## config.mk

```make
export PLATFORM = sky130hd
export DESIGN_NAME = cast_output_stage
export DESIGN_NICKNAME = d
export VERILOG_FILES = /design/src/rtl/cast_pkg.sv /design/src/rtl/cast_skid_buffer.sv /design/src/rtl/cast_output_stage.sv
export SDC_FILE = /design/constraint.sdc
export NUM_CORES = 1
export LEC_CHECK = 0
export CAP_MARGIN = 20
export CORE_ASPECT_RATIO = 2
export CORE_MARGIN = 4
export CORE_UTILIZATION = 45
export CTS_CLUSTER_SIZE = 10
export DETAILED_ROUTE_END_ITERATION = 16
export PLACE_DENSITY = 0.71
export SYNTH_ARGS = -nofsm -noshare
export SYNTH_HDL_FRONTEND = slang
export SYNTH_SLANG_ARGS = --single-unit
```

## constraint.sdc

```tcl
create_clock -name clk -period 6.92 [get_ports clk]
set_input_delay 1.384 -clock clk [delete_from_list [all_inputs] [get_ports clk]]
set_output_delay 1.384 -clock clk [all_outputs]
set_load 0.03 [all_outputs]
```

## src/rtl/cast_pkg.sv

```systemverilog
// rtl/cast_pkg.sv - shared flit-type constants, out-stage FSM enum and router width macros
`ifndef CAST_ROUTER_BUFFER_DEPTH_LOG
`define CAST_ROUTER_BUFFER_DEPTH_LOG 4
`endif
`ifndef DW
`define DW 32
`endif

package cast_pkg;

  typedef logic [1:0] flit_type_t;

  localparam flit_type_t FT_BODY   = 2'b00;
  localparam flit_type_t FT_TAIL   = 2'b01;
  localparam flit_type_t FT_HEAD   = 2'b10;
  localparam flit_type_t FT_SINGLE = 2'b11;

  typedef enum logic {
    OS_IDLE,
    OS_ACTIVE
  } os_state_t;

endpackage

```

## src/rtl/cast_skid_buffer.sv

```systemverilog
// rtl/cast_skid_buffer.sv - 2-entry FIFO with registered ready toward the producer
module cast_skid_buffer #(
  parameter int W = 32
) (
  input  logic         clk,
  input  logic         rstn,
  input  logic         valid_i,
  input  logic [W-1:0] data_i,
  output logic         ready_o,
  output logic         valid_o,
  output logic [W-1:0] data_o,
  input  logic         pop_i
);

  logic [W-1:0] mem_q [2];
  logic         rd_q;
  logic         wr_q;
  logic [1:0]   cnt_q;
  logic [1:0]   cnt_d;
  logic         ready_q;
  logic         acc;
  logic         pop;

  assign acc     = valid_i & ready_q;
  assign pop     = pop_i & (cnt_q != 2'd0);
  assign ready_o = ready_q;
  assign valid_o = (cnt_q != 2'd0);
  assign data_o  = mem_q[rd_q];

  always_comb begin
    cnt_d = cnt_q;
    case ({acc, pop})
      2'b10:   cnt_d = cnt_q + 2'd1;
      2'b01:   cnt_d = cnt_q - 2'd1;
      default: cnt_d = cnt_q;
    endcase
  end

  // ready is derived from next occupancy so the producer never overruns the two slots
  always_ff @(posedge clk or negedge rstn) begin
    if (!rstn) begin
      mem_q[0] <= '0;
      mem_q[1] <= '0;
      rd_q     <= 1'b0;
      wr_q     <= 1'b0;
      cnt_q    <= 2'd0;
      ready_q  <= 1'b1;
    end else begin
      if (acc) begin
        mem_q[wr_q] <= data_i;
        wr_q        <= ~wr_q;
      end
      if (pop) begin
        rd_q <= ~rd_q;
      end
      cnt_q   <= cnt_d;
      ready_q <= (cnt_d < 2'd2);
    end
  end

endmodule

```

## src/rtl/cast_output_stage.sv

```systemverilog
// rtl/cast_output_stage.sv - per-port egress: skid buffer, downstream credit tracking, packet framing
module cast_output_stage
  import cast_pkg::*;
#(
  parameter int CREDIT_INIT = 2 ** `CAST_ROUTER_BUFFER_DEPTH_LOG,
  parameter int CW          = 16
) (
  input  logic           clk,
  input  logic           rstn,
  input  logic           valid_i,
  input  logic [`DW-1:0] data_i,
  output logic           ready_o,
  output logic           valid_o,
  output logic [`DW-1:0] data_o,
  input  logic           ready_i,
  input  logic           credit_i,
  output logic           vc_release_o,
  output logic [CW-1:0]  credit_cnt_o,
  output logic           in_pkt_o,
  output logic           err_o
);

  localparam logic [CW-1:0] CREDIT_MAX = CW'(CREDIT_INIT);

  logic           buf_valid;
  logic [`DW-1:0] buf_data;
  logic           send;
  flit_type_t     ftype;

  logic [CW-1:0]  credit_q, credit_d;
  os_state_t      state_q, state_d;
  logic           rel_q, rel_d;
  logic           err_q, err_d;
  logic           cred_err;
  logic           frm_err;

  cast_skid_buffer #(
    .W(`DW)
  ) u_skid (
    .clk     (clk),
    .rstn    (rstn),
    .valid_i (valid_i),
    .data_i  (data_i),
    .ready_o (ready_o),
    .valid_o (buf_valid),
    .data_o  (buf_data),
    .pop_i   (send)
  );

  assign valid_o      = buf_valid & (credit_q != '0);
  assign data_o       = buf_data;
  assign send         = valid_o & ready_i;
  assign ftype        = flit_type_t'(buf_data[`DW-1:`DW-2]);
  assign credit_cnt_o = credit_q;
  assign vc_release_o = rel_q;
  assign in_pkt_o     = (state_q == OS_ACTIVE);
  assign err_o        = err_q;

  always_comb begin
    credit_d = credit_q;
    cred_err = 1'b0;
    case ({send, credit_i})
      2'b10: credit_d = credit_q - 1'b1;
      2'b01: begin
        if (credit_q == CREDIT_MAX) cred_err = 1'b1;
        else                        credit_d = credit_q + 1'b1;
      end
      default: credit_d = credit_q;
    endcase
  end

  // out-of-order HEAD/SINGLE while ACTIVE is flagged but still starts a new packet
  always_comb begin
    state_d = state_q;
    rel_d   = 1'b0;
    frm_err = 1'b0;
    if (send) begin
      case (state_q)
        OS_IDLE: begin
          case (ftype)
            FT_HEAD:   state_d = OS_ACTIVE;
            FT_SINGLE: rel_d   = 1'b1;
            default:   frm_err = 1'b1;
          endcase
        end
        OS_ACTIVE: begin
          case (ftype)
            FT_BODY: state_d = OS_ACTIVE;
            FT_TAIL: begin
              state_d = OS_IDLE;
              rel_d   = 1'b1;
            end
            FT_HEAD: frm_err = 1'b1;
            default: begin
              frm_err = 1'b1;
              state_d = OS_IDLE;
              rel_d   = 1'b1;
            end
          endcase
        end
        default: state_d = OS_IDLE;
      endcase
    end
    err_d = err_q | cred_err | frm_err;
  end

  always_ff @(posedge clk or negedge rstn) begin
    if (!rstn) begin
      credit_q <= CREDIT_MAX;
      state_q  <= OS_IDLE;
      rel_q    <= 1'b0;
      err_q    <= 1'b0;
    end else begin
      credit_q <= credit_d;
      state_q  <= state_d;
      rel_q    <= rel_d;
      err_q    <= err_d;
    end
  end

endmodule

```

; ---- After elaboration in Yosys (flattened, before gate mapping)
; Cells that the tools add are included.
; W data, S select, Z words.
[classes]
n_shift = 0
mux = 22
mul = 0
n_reduce_logical = 9
bitwise_logic = 11
n_eq_ne = 9
n_div = 0
order_cmp = 4
add_sub_neg = 4
[ops]
columns = op, n
row1 = $mux W32, 4
row2 = $bwmux W64, 1
row3 = $demux W32 S1, 1
row4 = $pmux W16 S2, 1
row5 = $add A16 B1 Y16 const B, 1
row6 = $eq A16 B5 Y1 const B, 1
row7 = $mux W16, 1
row8 = $reduce_bool A16 Y1, 1
row9 = $sub A16 B1 Y16 const B, 1
row10 = $mux W1, 10
row11 = $eq A2 B2 Y1 const B, 4
row12 = $eq A2 B1 Y1 const B, 3
row13 = $pmux W1 S2, 3
row14 = $reduce_or A2 Y1, 3
row15 = $and A1 B1 Y1, 4
row16 = $ge A2 B2 Y1 const B, 2
row17 = $not A1 Y2, 2
row18 = $pmux W2 S2, 1
row19 = $reduce_bool A2 Y1, 2
row20 = $not A1 Y1, 3
row21 = $add A2 B1 Y2 const B, 1
row22 = $logic_not A2 Y1, 1
row23 = $lt A2 B1 Y1 const B, 1
row24 = $lt A2 B2 Y1 const B, 1
row25 = other kinds (5), 6
[word_totals]
memories = 0
ram_bits = 0
register_bits = 88
latchBits = 0
input_bits = 37
output_inout_bits = 53
elab_cells = 69
rom_bits = 0

; ---- Logic depth before layout (Yosys ltp)
; Gate-level depths: netlist (run 1).
[depth]
ltp_word = 10
mapped_depth = 12
depth_no_buf = 12

; ---- Cells and area by module
; Synthesis (run 1) repeated with hierarchy kept, for this count alone.
[unflattened]
cells_unflattened = 355
area_unflattened_um2 = 4609.4
[by_module_without_submodules]
columns = mod, cells_each, n_inst, area_each_um2, seq_area_each_um2
row1 = cast_skid_buffer, 190, 1, 3120.5, 1727.9
row2 = cast_output_stage, 165, 1, 1488.9, 476.7

; ---- Least setup slack after synthesis (run 1)
; No wires, ideal clock.
[synth_timing]
path_kind = input port to flip-flop
from = in ready_i
to = reg credit_q[12], in the netlist credit_cnt_o[12]
t_required_ps = 6826
slack_ps = 2965
setup_time_ps = 94
path_buffers = 0
stages = 11
t_arrival_ps = 3861
path_cell_list = o21ai_0 inv_1 o31ai_1 nand2_1 ha_1 nor2b_1 o31a_1 o21ai_0 a21oi_1 o211a_1 a221oi_2
[synth_via]
elab_chain_len = 4
elab_cells_between_ends = 7
cone_classes = eq/ne: 3 / mux: 1 / bitwise: 1 / reduce/logical: 2
[synth_rtl]
columns = element, line_no
row1 = "start, declared", cast_output_stage.sv:15  ; input logic ready_i,
row2 = $and A1 B1 Y1 (*), cast_output_stage.sv:52  ; assign send = valid_o & ready_i;
row3 = $eq A2 B1 Y1 / $eq A2 B2 Y1 (equally long branches), cast_output_stage.sv:62  ; case ({send, credit_i})
row4 = $ne A2 B2 Y1 (no line) / $reduce_bool A2 Y1 (equally long branches), --
row5 = $reduce_and A2 Y1 (no line), --
row6 = "end signal, assigned", cast_output_stage.sv:114  ; credit_q <= credit_d;
row7 = "end, declared", cast_output_stage.sv:30  ; logic [CW-1:0] credit_q, credit_d;
; Every way passes the cells marked *; elsewhere a longest branch is shown, timed or not.
; A chain may end at the register's enable or synchronous reset.

; ---- Final worst setup path (run 1)
[layout_timing]
from = reg credit_q[0], in the netlist credit_cnt_o[0]
to = reg credit_q[12], in the netlist credit_cnt_o[12]
[layout_via]
elab_chain_len = 6
elab_cells_between_ends = 13
cone_classes = add/sub: 2 / eq/ne: 4 / mux: 2 / bitwise: 2 / reduce/logical: 3
[layout_rtl]
columns = element
row1 = "parallel branches: the longest is 6 deep, another holds $add A16 B1 Y16"
; Several ways; the timed one is not identified. The select of a mux whose other input is x is not followed.

==> results of run 1 <==
[final cells by class]
type / count / area [sq um]
multi-input cells: 253 / 2190
well taps: 132 / 165
clock inverters: 7 / 55.1
repair buffers: 92 / 935
fillers: 827 / 3930
clock buffers: 9 / 225
inverters: 16 / 60.1
flip-flops and latches: 88 / 2200
[cell families after synthesis]
| logic type | after synthesis | synth area share |
|---|---|---|
| buf+inv | 33 | 0.0299 |
| compound gates | 64 | 0.0980 |
| flops | 88 | 0.488 |
| mux | 97 | 0.241 |
| simple gates | 62 | 0.0708 |
| fa+ha+maj | 16 | 0.0459 |
| xor+xnor | 14 | 0.0271 |
[state kept, by name, summed over array words and instances, names as in the netlist]
name / cells
err_o: 1
vc_release_o: 1
in_pkt_o: 1
u_skid.cnt_q: 2
u_skid.mem_q: 64
u_skid.rd_q: 1
u_skid.ready_o: 1
credit_cnt_o: 16
u_skid.wr_q: 1
[worst reg2reg max path, cell delays in order (launching register included)]
cell and delay, ns:
dfrtp_1 0.45, nor4_1 0.61, nand2_1 0.23, o31ai_1 0.76
nand2_1 0.59, ha_1 0.52, nor2b_1 0.17, o31a_1 0.28
o21ai_0 0.37, a21oi_1 0.17, o211a_1 0.26, a221oi_2 0.16
[power by group through the flow]
stage | Clock [mW] | Combinational, mW | Sequential [mW]
after floorplan | 0 | 1.29 | 1.02
after global placement | 0 | 1.97 | 0.947
after detailed placement | 0 | 2.00 | 0.966
after CTS | 0.470 | 2.01 | 0.956
after global routing | 0.497 | 2.15 | 0.991
final | 0.459 | 1.99 | 0.954
[placed cells by master (no fill, tap or decap), drive strengths merged, types with 4 or more instances in the layout]
cell type	Yosys	routed
nor3	8	8
inv	16	19
a21o	7	7
mux2	94	94
nand3	5	5
buf	6	4
xor2	4	4
a21oi	14	14
xnor2	10	10
ha	15	15
o21ai	12	12
clkbuf	11	9
nand2	12	12
nor4	4	4
nor2	16	16
dfrtp	86	86
clkdlybuf4s50	0	88
[through the flow]
step	hold slack, ns	utilization	cell area, sq um	power [mW]	setup slack [ns]
final	0.503	0.597	5830	3.40	2.27
after global routing	0.519	0.597	5830	3.64	1.86
after CTS	0.506	0.593	5790	3.44	2.19
after detailed placement	0.484	0.565	5510	2.96	1.93
after global placement	0.479	0.565	5510	2.91	2.08
after floorplan	0.461	-	4520	2.31	2.96
[worst max-delay path by stage]
stage / endpoint / startpoint / slack, ns
3_3_place_gp: credit_cnt_o[12]$_DFFE_PN0P_ / ready_i / 2.08
5_1_grt: credit_cnt_o[12]$_DFFE_PN0P_ / credit_cnt_o[0]$_DFFE_PN0P_ / 1.86
3_5_place_dp: credit_cnt_o[12]$_DFFE_PN0P_ / ready_i / 1.93
6_report: credit_cnt_o[12]$_DFFE_PN0P_ / credit_cnt_o[0]$_DFFE_PN0P_ / 2.27
2_1_floorplan: credit_cnt_o[12]$_DFFE_PN0P_ / ready_i / 2.96
4_1_cts: credit_cnt_o[12]$_DFFE_PN0P_ / credit_cnt_o[0]$_DFFE_PN0P_ / 2.19
[layer usage]
metal / global-route usage / wire, um / share of wire
met1: 0.195 / 3780 / 0.38
met2: 0.328 / 5400 / 0.55
met3: 0.0536 / 549 / 0.055
met4: 0.0602 / 175 / 0.018
met5: 0 / 0 / 0
==> summary.md, run 1 <==
| Metric | Value |
|---|---|
| Status | finished clean |
| CP Max Fanout | 15 |
| R2R Setup Slk | approximately 2.3 ns |
| Syn_nets | 427 |
| Final Net Count | 513 |
| Count of final setup violators | 0 |
| Comb pwr share | 0.585 |
| Area share of the largest cell type after synthesis | 0.476 |
| Clock power share | 0.135 |
| Largest area contributor in the netlist | dfrtp_1 |
| Worst path max stage delay | ~0.76 ns |
| Largest cells by area after synthesis | dfrtp_1 48%, mux2_2 23%, ha_1 4.2% |
| CTS buffer count | 9 |
| Dpl hpwl | between 7000 and 8000 um |
| Critical setup path kind | reg2reg |
| Clock transition at path regs | roughly 0.07 ns |
| Overflow after GRT | 0 |
| Hold path start | u_skid.mem_q[58]$_DFFE_PN0P_ |
| Mapped Area | about 4500 sq um |
| Syn avg cell area | 12.1 sq um |
| Critical Path RT | around 7.2 ns |
| #FFs+latches synth | 88 |
| Post-synth EDFFs | 0 |
| Crit-path most repeated cell | nand2_1 |
| PortBufs | a little under 90 |
| Critical Path AT | approximately 4.9 ns |
| FFs w/ async S/R, synth | 1.00 |
| Critical path's slowest cell | o31ai_1 |
| DIE WIDTH | between 70 and 80 um |
| Sequential element share of the synthesized area | 0.488 |
| ANT cells | 0 |
| Max Root-Sink Buffers | 2 |
| Max-cap violation count | 0 |
| Sequential group share of total power | 0.280 |
| Drt pass-1 iters | 4 |
| Initial Util | 0.463 |
| Share of layout cells above drive strength 1 | 0.269 |
| DRC | 0 |
| P per Cell Area | slightly below 600 nW/um^2 |
| FF-to-FF Start | credit_cnt_o[0]$_DFFE_PN0P_ |
| Tmin final | around 4.7 ns |
| H-tree Lvls | 3 |
| LEAKAGE | 2.48 nW |
| Crit path depth | 11 |
| DR vias | ~3200 |
| Die Y | between 100 and 150 um |
| Row count | between 50 and 60 |
| Number of global-route vias before repair | 3509 |
| Slew @ Worst Pin | approximately 0.86 ns |
| Vias per inst | 5.40 |
| CP top delay family | compound AO/OA/AOI/OAI gates |
| First-pass GRT wire length | 16700 um |
| RSZ-0062 raised after global routing | false |
| Crit path capture type | register |
| Fmax | roughly 0.21 GHz |
| Cells after DPL | between 500 and 600 |
| Max-slew violations | 0 |
| IO Pins | 90 |
| Clock Skew | between 0.005 and 0.006 ns |
| Clock Sinks | approximately 90 |
| Net Switching | roughly 1.4 mW |
| R2R depth | 11 |
| Most common cell in the synthesized netlist | mux2_2 |
| Worst path bufs/invs | 0 |
| Final Hold Viols | 0 |
| Avg WL per Cell | 16.6 um |
| Slew Limit Headroom | 0.420 |
| Clk Latency, worst-skew pair | 0.34 ns |
| WHS Path Cells | 1 |
| Post-cts sizing count | 0 |
| RD Place Congestion | roughly 0.86 |
| Setup TNS Final | 0 ns |
| Root buf cell | clkbuf_16 |
| CTS tree | yes |
| Hold-fix buffers at CTS | 0 |
| Worst Hold Endpoint | u_skid.mem_q[58]$_DFFE_PN0P_ |
| Core area | 9760 sq um |
| Worst min path class | reg2reg |
| Period utilisation layout | 0.672 |
| Library cells used by synthesis | 53 |
| Starting DRT DRC Count | 102 |
| Synth Instances | about 370 |
| Power Internal | between 1.5 and 2 mW |
| Antenna Nets Post-Route | 0 |
| Non-filler instance count after layout | just under 600 |
| Max VDD drop | approximately 0.36 mV |
| Setup Fix Bufs, Post-CTS | 0 |
| Main flop type after synthesis | dfrtp_1 |
| Critical path, cell by cell | nor4_1 -> nand2_1 -> o31ai_1 -> nand2_1 -> ha_1 -> nor2b_1 -> o31a_1 -> o21ai_0 -> a21oi_1 -> o211a_1 -> a221oi_2 |
| Gr usage total | 0.180 |
| Largest net degree at the start of global routing | between 80 and 90 |
| Synthesis-to-finish area growth | 29.0% |
| Die area | roughly 12000 sq um |
| CP Launch Type | register |
| Switching Share | 0.418 |
| Most instantiated cells after synthesis | 94 x mux2_2, 86 x dfrtp_1, 16 x inv_1, 16 x nor2_1, 15 x ha_1 |
| R2R Path End | credit_cnt_o[12]$_DFFE_PN0P_ |
| Initial antenna violation count | 0 |
| Synth warn | 0 |
| Routed WL | approximately 10000 um |
(Power assumes the default switching activity.)
==> run 2: changes to the inputs <==
Settings changed: PLACE_DENSITY 0.71 to 0.74.
Clock period 6.92 ns to 3.9 ns, I/O delays scaled along.
==> run 2 against run 1 <==
Critical path depth up 1; maximum frequency up 34%; utilization about the same.
==> summary.md, run 2 (same netlist as run 1, synthesis figures left out) <==
| Metric | Value |
|---|---|
| Status | finished clean |
| DIE WIDTH | ~79 um |
| Setup WS pre-CTS | 0.209 ns |
| Clock Skew | ~0.0067 ns |
| Setup Fix Bufs, Post-CTS | 0 |
| Max VDD drop | roughly 0.57 mV |
| Gr usage total | 0.188 |
| Worst path max stage delay | about 0.46 ns |
| Most frequent cells in the layout | 94 x mux2_2, 88 x clkdlybuf4s50_1, 86 x dfrtp_1 |
| Max Root-Sink Buffers | 2 |
| Critical setup path kind | reg2reg |
| RD Place Congestion | a little over 0.9 |
| Largest net degree at the start of global routing | 68 |
| Non-filler instance count after layout | 600 |
| Dpl hpwl | 7690 um |
| Slew Limit Headroom | 0.429 |
| Crit-path most repeated cell | nand2_1 |
| LEAKAGE | 2.49 nW |
| H-tree Lvls | 3 |
| Antenna Nets Post-Route | 0 |
| Routed WL | slightly above 10000 um |
| PortBufs | 89 |
| Count of final setup violators | 0 |
| Worst path bufs/invs | 1 |
| Critical path's slowest cell | dfrtp_1 |
| Overflow after GRT | 0 |
| Final Hold Viols | 0 |
| Clk Latency, worst-skew pair | between 0.3 and 0.4 ns |
| Die Y | ~150 um |
| DRC | 0 |
| Clock Sinks | slightly below 90 |
| Period utilisation layout | 0.890 |
| Crit path capture type | register |
| Critical Path RT | slightly above 4 ns |
| CP Max Fanout | 9 |
| Vias per inst | between 5 and 6 |
| Share of layout cells above drive strength 1 | 0.271 |
| Synthesis-to-finish area growth | 28.9% |
| Max-slew violations | 0 |
| Max-cap violation count | 0 |
| Final core occ | 0.597 |
| IO Pins | 90 |
| Clock transition at path regs | roughly 0.070 ns |
| Setup TNS Final | 0 ns |
| Slew @ Worst Pin | between 0.8 and 0.9 ns |
| Tmin final | ~3.5 ns |
| Critical path, cell by cell | nor4_1 -> nand2_1 -> o31ai_1 -> nand2_1 -> buf_4 -> ha_1 -> nand3_1 -> a21oi_1 -> o21a_1 -> o21ai_0 -> a211o_1 -> o211a_1 |
| Root buf cell | clkbuf_16 |
| First-pass GRT wire length | ~17000 um |
| Overall power | just over 6 mW |
| P per Cell Area | roughly 1000 nW/um^2 |
| Max reg flops | 64 |
| DR vias | about 3300 |
| Hold-fix buffers at CTS | 0 |
| Initial Util | 0.463 |
| Row count | 51 |
| Starting DRT DRC Count | 155 |
| Final non-filler cell area | roughly 5800 sq um |
| Avg WL per Cell | between 15 and 20 um |
| Final Net Count | between 500 and 600 |
| Die area | between 10000 and 15000 sq um |
| Fin worst setup slack | between 0.4 and 0.5 ns |
| WHS | around 0.51 ns |
| Post-cts sizing count | 0 |
| CP top delay family | compound AO/OA/AOI/OAI gates |
| Cells after DPL | 585 |
| Most flops, register | u_skid.mem_q |
| Number of global-route vias before repair | 3606 |
| ANT cells | 0 |
| Worst min path class | reg2reg |
| CTS tree | yes |
| Initial antenna violation count | 0 |
| Drt pass-1 iters | 4 |
| RSZ-0062 raised after global routing | false |
| CTS buffer count | 9 |
| CP Launch Type | register |
| Critical Path AT | between 3 and 4 ns |
| Core area | roughly 10000 sq um |
| Placed Area | around 5600 sq um |
| Fmax | about 0.29 GHz |
| Most common cell after layout, fill and taps aside | mux2_2 |
## run 2: final timing paths
kind / from / to / slack [ns] / depth (start not counted)
max: credit_cnt_o[0]$_DFFE_PN0P_ / credit_cnt_o[11]$_DFFE_PN0P_ / 0.43 / 12
min: u_skid.mem_q[62]$_DFFE_PN0P_ / u_skid.mem_q[62]$_DFFE_PN0P_ / 0.51 / 1
max reg2reg: credit_cnt_o[0]$_DFFE_PN0P_ / credit_cnt_o[11]$_DFFE_PN0P_ / 0.43 / 12
min reg2reg: u_skid.mem_q[62]$_DFFE_PN0P_ / u_skid.mem_q[62]$_DFFE_PN0P_ / 0.51 / 1
max in group asynchronous: rstn / credit_cnt_o[0]$_DFFE_PN0P_ / 2.54 / 2
min in group asynchronous: rstn / u_skid.mem_q[16]$_DFFE_PN0P_ / 0.54 / 1
## run 2: report_power, final
part / switching (mW) / internal, mW / total [mW] / leakage (nW)
combinational: 1.87 / 1.69 / 3.56 / 1.32
clock: 0.374 / 0.439 / 0.813 / 0.133
sequential: 0.308 / 1.39 / 1.70 / 1.03
## run 2: per-layer routing
metal	wire, um	GRT usage
met4	214	0.0706
met3	528	0.0488
met5	0	0
met2	5820	0.358
met1	3790	0.193
## run 2: final cells by class
cell class,count,area (sq um)
multi-input cells,253,2180
flip-flops and latches,88,2200
clock inverters,6,51.3
clock buffers,9,225
inverters,16,60.1
well taps,132,165
repair buffers,96,941
fillers,802,3930
==> run 3: changes to the inputs <==
Settings changed: SLEW_MARGIN from default to 0.
==> results of run 3 <==
No change in the layout: final DEF, timing and power equal those of run 2.
